===== src/rtl/alu_seq_n.sv =====
// Sequential W-bit ALU with ready/valid handshake on both sides.
// Results and flags are registered. A persistent carry chains ADC/SBB.
// Multiply is shift-add over W cycles; shifts move one bit per cycle.
module alu_seq_n #(
  parameter int unsigned W  = 8,
  parameter int unsigned SW = $clog2(W)
) (
  input  logic         Clk,
  input  logic         Rst_n,
  input  logic         In_Valid,
  output logic         In_Ready,
  input  logic [W-1:0] A,
  input  logic [W-1:0] B,
  input  logic [3:0]   AluOp,
  output logic         Out_Valid,
  input  logic         Out_Ready,
  output logic [W-1:0] Result,
  output logic         Zero,
  output logic         Negative,
  output logic         Overflow,
  output logic         Carry
);

  // The cycle counter must hold W-1, which is the multiply length.
  localparam int unsigned CW = $clog2(W);

  localparam logic [3:0] OpAdd   = 4'h0;
  localparam logic [3:0] OpSub   = 4'h1;
  localparam logic [3:0] OpInc   = 4'h2;
  localparam logic [3:0] OpDec   = 4'h3;
  localparam logic [3:0] OpAdc   = 4'h4;
  localparam logic [3:0] OpSbb   = 4'h5;
  localparam logic [3:0] OpMul   = 4'h6;
  localparam logic [3:0] OpMulh  = 4'h7;
  localparam logic [3:0] OpAnd   = 4'h8;
  localparam logic [3:0] OpOr    = 4'h9;
  localparam logic [3:0] OpXor   = 4'hA;
  localparam logic [3:0] OpNot   = 4'hB;
  localparam logic [3:0] OpShl   = 4'hC;
  localparam logic [3:0] OpShr   = 4'hD;
  localparam logic [3:0] OpSar   = 4'hE;
  localparam logic [3:0] OpPassb = 4'hF;

  localparam logic [W-1:0] One = W'(1);

  typedef enum logic [1:0] {StIdle, StExec, StDone} state_e;

  state_e         state_q, state_d;

  // Latched operation
  logic [W-1:0]   a_q, b_q;
  logic [3:0]     op_q;
  logic           cin_q;

  // Iteration state: cycles remaining after the current one, plus a 2W work register
  // used as the multiply accumulator or the shift register.
  logic [CW-1:0]  cnt_q, cnt_init;
  logic [2*W-1:0] work_q, work_d, work_init;

  // Registered outputs
  logic [W-1:0]   result_q;
  logic           zero_q, neg_q, ovf_q, carry_q;

  logic           accept;
  logic           last;
  logic [SW-1:0]  in_amt, amt;

  // Datapath intermediates
  logic [W-1:0]   op2x;
  logic           cin;
  logic [W:0]     sum;
  logic [W:0]     madd;
  logic [2*W-1:0] mul_next;
  logic [W-1:0]   shl_next, shr_next, sar_next;
  logic [W-1:0]   res_val;
  logic           c_val, v_val;

  assign accept = (state_q == StIdle) && In_Valid;
  assign last   = (state_q == StExec) && (cnt_q == '0);
  assign in_amt = B[SW-1:0];
  assign amt    = b_q[SW-1:0];

  // State register
  always_ff @(posedge Clk) begin
    if (!Rst_n) begin
      state_q <= StIdle;
    end else begin
      state_q <= state_d;
    end
  end

  // Next-state logic
  always_comb begin
    state_d = state_q;
    case (state_q)
      StIdle:  if (In_Valid) state_d = StExec;
      StExec:  if (cnt_q == '0) state_d = StDone;
      StDone:  if (Out_Ready) state_d = StIdle;
      default: state_d = StIdle;
    endcase
  end

  // Handshake outputs depend on state only
  always_comb begin
    In_Ready  = (state_q == StIdle);
    Out_Valid = (state_q == StDone);
  end

  // Cycle count and initial work value for the incoming operation
  always_comb begin
    cnt_init  = '0;
    work_init = {{W{1'b0}}, A};
    if (AluOp == OpMul || AluOp == OpMulh) begin
      cnt_init  = CW'(W - 1);
      work_init = {{W{1'b0}}, B};
    end else if ((AluOp == OpShl || AluOp == OpShr || AluOp == OpSar) && in_amt != '0) begin
      cnt_init = CW'(in_amt) - CW'(1);
    end
  end

  // Adder operand selection; subtract-type ops feed the inverted operand
  always_comb begin
    op2x = b_q;
    cin  = 1'b0;
    case (op_q)
      OpSub: begin
        op2x = ~b_q;
        cin  = 1'b1;
      end
      OpInc: op2x = One;
      OpDec: begin
        op2x = ~One;
        cin  = 1'b1;
      end
      OpAdc: cin = cin_q;
      OpSbb: begin
        op2x = ~b_q;
        cin  = cin_q;
      end
      default: ;
    endcase
    sum = {1'b0, a_q} + {1'b0, op2x} + {{W{1'b0}}, cin};
  end

  // One multiply step: add A into the high half when the multiplier LSB is set, then shift
  always_comb begin
    madd     = {1'b0, work_q[2*W-1:W]} + {1'b0, (work_q[0] ? a_q : {W{1'b0}})};
    mul_next = {madd, work_q[W-1:1]};
    shl_next = {work_q[W-2:0], 1'b0};
    shr_next = {1'b0, work_q[W-1:1]};
    sar_next = {work_q[W-1], work_q[W-1:1]};
  end

  // Work register advance for the current iteration
  always_comb begin
    work_d = work_q;
    if (accept) begin
      work_d = work_init;
    end else if (state_q == StExec) begin
      case (op_q)
        OpMul, OpMulh: work_d = mul_next;
        OpShl:         if (amt != '0) work_d = {{W{1'b0}}, shl_next};
        OpShr:         if (amt != '0) work_d = {{W{1'b0}}, shr_next};
        OpSar:         if (amt != '0) work_d = {{W{1'b0}}, sar_next};
        default: ;
      endcase
    end
  end

  // Result and flag values committed on the final execute cycle
  always_comb begin
    res_val = '0;
    c_val   = carry_q;
    v_val   = 1'b0;
    case (op_q)
      OpAdd, OpSub, OpInc, OpDec, OpAdc, OpSbb: begin
        res_val = sum[W-1:0];
        c_val   = sum[W];
        // Operand sign compare uses the adder input, so it covers add and subtract alike
        v_val   = (a_q[W-1] == op2x[W-1]) && (sum[W-1] != a_q[W-1]);
      end
      OpMul: begin
        res_val = mul_next[W-1:0];
        c_val   = |mul_next[2*W-1:W];
      end
      OpMulh: begin
        res_val = mul_next[2*W-1:W];
        c_val   = |mul_next[2*W-1:W];
      end
      OpAnd:   res_val = a_q & b_q;
      OpOr:    res_val = a_q | b_q;
      OpXor:   res_val = a_q ^ b_q;
      OpNot:   res_val = ~a_q;
      OpPassb: res_val = b_q;
      OpShl: begin
        res_val = a_q;
        if (amt != '0) begin
          res_val = shl_next;
          c_val   = work_q[W-1];
        end
      end
      OpShr: begin
        res_val = a_q;
        if (amt != '0) begin
          res_val = shr_next;
          c_val   = work_q[0];
        end
      end
      OpSar: begin
        res_val = a_q;
        if (amt != '0) begin
          res_val = sar_next;
          c_val   = work_q[0];
        end
      end
      default: ;
    endcase
  end

  // Operand latch; the carry seen by ADC/SBB is frozen at accept time
  always_ff @(posedge Clk) begin
    if (!Rst_n) begin
      a_q   <= '0;
      b_q   <= '0;
      op_q  <= '0;
      cin_q <= 1'b0;
    end else if (accept) begin
      a_q   <= A;
      b_q   <= B;
      op_q  <= AluOp;
      cin_q <= carry_q;
    end
  end

  // Iteration counter and work register
  always_ff @(posedge Clk) begin
    if (!Rst_n) begin
      cnt_q  <= '0;
      work_q <= '0;
    end else begin
      work_q <= work_d;
      if (accept) begin
        cnt_q <= cnt_init;
      end else if (state_q == StExec && cnt_q != '0) begin
        cnt_q <= cnt_q - CW'(1);
      end
    end
  end

  // Result and flags update only on entry to DONE and hold until the next operation
  always_ff @(posedge Clk) begin
    if (!Rst_n) begin
      result_q <= '0;
      zero_q   <= 1'b0;
      neg_q    <= 1'b0;
      ovf_q    <= 1'b0;
      carry_q  <= 1'b0;
    end else if (last) begin
      result_q <= res_val;
      zero_q   <= (res_val == '0);
      neg_q    <= res_val[W-1];
      ovf_q    <= v_val;
      carry_q  <= c_val;
    end
  end

  assign Result   = result_q;
  assign Zero     = zero_q;
  assign Negative = neg_q;
  assign Overflow = ovf_q;
  assign Carry    = carry_q;

endmodule


===== config.mk =====
export PLATFORM = sky130hd
export DESIGN_NAME = alu_seq_n
export DESIGN_NICKNAME = d
export VERILOG_FILES = /design/src/rtl/alu_seq_n.sv
export SDC_FILE = /design/constraint.sdc
export NUM_CORES = 1
export LEC_CHECK = 0
export BUFFER_PORTS_ARGS = -buffer_cell sky130_fd_sc_hd__buf_4
export CAP_MARGIN = 15
export CORE_UTILIZATION = 30
export DETAILED_ROUTE_END_ITERATION = 6
export PLACE_DENSITY = 0.57
export SYNTH_ARGS = -nofsm -noshare
export SYNTH_HDL_FRONTEND = slang
export SYNTH_SLANG_ARGS = --single-unit

===== constraint.sdc =====
create_clock -name Clk -period 5.45 [get_ports Clk]
set_clock_uncertainty 0.15 [all_clocks]
set_input_delay 0.545 -clock Clk [delete_from_list [all_inputs] [get_ports Clk]]
set_output_delay 0.545 -clock Clk [all_outputs]
set_load 0.01 [all_outputs]

==> impl_results.md <==
* FF/Latch Area at 0.001061 mm²
* Largest net degree at the start of global routing at 52
* Worst-path maximum fanout at 22
* Clk_lat worst skew at 300 ps
* Avg Cell Area, Syn at 7.480 µm²
* Arr. time, crit path at 4260 ps
* Top-count cell post-synth: nand2_1
* Core Rows at 44
* Max Fclk at 240.1 MHz
* H-tree depth at 2
* Synth-to-Final Area Change at 11.03%
* VDD IR max at 0.1213 mV
* Reg2reg setup slack at 1280 ps
* Total CTS buffers at 5
* Hold-fix buffers, CTS at 0
* Main flop type after synthesis: dfxtp_1
* Slew headroom at 46.58%
* Seq/Total Area, Yosys at 23.80%
* Post-synth EDFFs at 0
* Slew @ Worst Pin at 800.3 ps
* Final slew viol count at 0
* Final Hold Viols at 0
* Sum of negative setup slack at 0 ps
* Mapped Cells at 596
* Leakage dissipation at 1.977 nW
* Remaining DRCs at 0
* Pwr Total at 1.141 mW
* DR pass1 iterations at 5
* Total of max-cap violations at 0
* Initial core utilization at 30.67%
* Hold Crit Class: reg -> reg
* Warnings, synthesis at 0
* Via count at 4419
* DIE HEIGHT at 123.9 µm
* Resize count post-CTS at 0
* RSZ-0062 raised after global routing: no
* Share of layout cells above drive strength 1 at 12.30%
* DIE WIDTH at 123.9 µm
* Tmin final at 4165 ps
* I/O pin count at 38
* DP Wirelength at 10.52 mm
* Worst r2r src: op_q[0]
* End point of the critical path: Zero
* Nets at 671
* Synth area leader: dfxtp_1
* IO Port Bufs at 37
* Max Root-Sink Buffers at 2
* CP Launch Type: flop
* Clock Sinks at 53
* CTS tree: done
* #FFs+latches synth at 53
* GRT overflow at 0
* Core Footprint at 0.01453 mm²
* Global-route wire length before repair at 22.25 mm
* Endpoints failing setup at 0
* Post-route ant nets at 0
* Top cells by count, synth: 89 x nand2_1, 61 x nor2_1, 58 x a21oi_1
* CP Capture Type: flop
* Via/cell ratio at 5.565
* Hold Slack at 311.9 ps
* Post-synthesis net count at 658
* Crit path launch: op_q[0]
* Critical path class: reg -> reg
* Wire per inst at 17.94 µm
* Status: finished, final reports clean
* Antenna diode count at 0
* WP data required at 5540 ps
* CTS root buffer: clkbuf_16
* Area of the multi-input gates at 0.003059 mm²
* Power Density at 230.5 mW/mm²
* Area contributors post-synth: dfxtp_1 24%, ha_1 9.8%, nand2_1 7.5%
* All-Layer GR Usage at 19.31%
* Aggregate routed wire length at 14.24 mm
* Worst reg-to-reg path cell count at 12
* Top cell type's share of synthesized area at 23.80%
* Final Cycle Share at 76.43%
* Initial antenna violation count at 0
* Reg clk slew, reported paths at 70 ps
* Area of the mapped netlist at 0.004458 mm²
* Initial DRC Count at 410
* Filler cells at 1578
* Ys async rst share at 0%
* Vias in the first global route at 4024
* R2R Path End: Zero
* Post-synth cell types at 71
* Die area at 0.01535 mm²
* Post-CTS Setup Bufs at 0
* GPL Wtd Cong at 0.9087
-- worst min path at each step --
stage                     depth (start not counted)   endpoint  startpoint
final                                             2  Result[4]   Result[4]
after global routing                              2  Result[4]   Result[4]
after CTS                                         2  Result[4]   Result[4]
after detailed placement                          2  Result[4]   Result[4]
after global placement                            2  Result[5]   Result[5]
after floorplan                                   2      cin_q       cin_q
-- cell usage in the layout, fill, tap and decap left out, drive strengths merged, types with 5 or more instances in the layout --
cell type | synthesis | final
a211oi | 9 | 9
a21o | 5 | 5
a21oi | 60 | 60
a22oi | 11 | 11
a311oi | 10 | 10
a31oi | 8 | 8
a32oi | 11 | 11
and2 | 13 | 13
buf | 20 | 44
clkbuf | 18 | 6
dfxtp | 53 | 53
ha | 35 | 35
inv | 29 | 29
mux2 | 9 | 9
nand2 | 91 | 91
nand2b | 10 | 10
nand3 | 15 | 15
nor2 | 61 | 61
nor3 | 17 | 17
o2111ai | 6 | 6
o21ai | 20 | 20
o22a | 8 | 8
xnor2 | 7 | 7
xor2 | 5 | 5
-- registers in the layout, indices dropped and copies added, names as in the netlist --
signal,cells
b_q,8
Zero,1
a_q,8
work_q,16
cnt_q,3
Result,8
state_q,2
Overflow,1
Carry,1
cin_q,1
op_q,4
-- critical path: stages, from the launching register on --
cell and delay, ps:
dfxtp_1 840, nor2b_1 520, a21oi_1 140, o22a_1 250
fa_1 440, fa_1 420, nor2b_1 110, o21ai_0 100
a21oi_1 210, o21a_1 170, o21ai_0 150, a2111oi_2 410
a32o_1 180
-- where the power goes --
group | internal [mW] | switching, mW
sequential | 0.415 | 0.0483
combinational | 0.133 | 0.208
clock | 0.183 | 0.153
total | 0.731 | 0.410
-- layer usage --
metal  vias to the layer above  track usage (%)  routed length [µm]
met1                      2085            27.48                6941
met2                       144            29.34                6226
li1                       2166                -                   -
met4                         0            5.357                 260
met5                         -                0                   0
met3                        24            3.846                 814
-- through the flow --
step	utilization (%)	std cells	instance area (µm²)	worst slack (ps)
2_1_floorplan	-	596	4458	1702
3_3_place_gp	33.01	786	4797	1490
3_5_place_dp	33.01	786	4797	1379
4_1_cts	34.06	794	4950	1339
5_1_grt	34.06	794	4950	1065
6_report	34.06	794	4950	1285
-- cell families after synthesis --
kind of cell | share of synthesized area, %
simple gates | 24.89
compound gates | 26.94
buf+inv | 7.578
flops | 23.80
fa+ha+maj | 11.17
mux | 3.256
xor+xnor | 2.358
-- area by class of cell --
cell class                 count  area share, %
tap                          184          4.651
multi-input combinational    474          61.80
inverter                      31          2.351
timing repair buffer          44          6.673
clock inverter                 2         0.2781
clock buffer                   6          2.806
sequential                    53          21.44
Note: power is estimated with default switching activity, not from simulation.
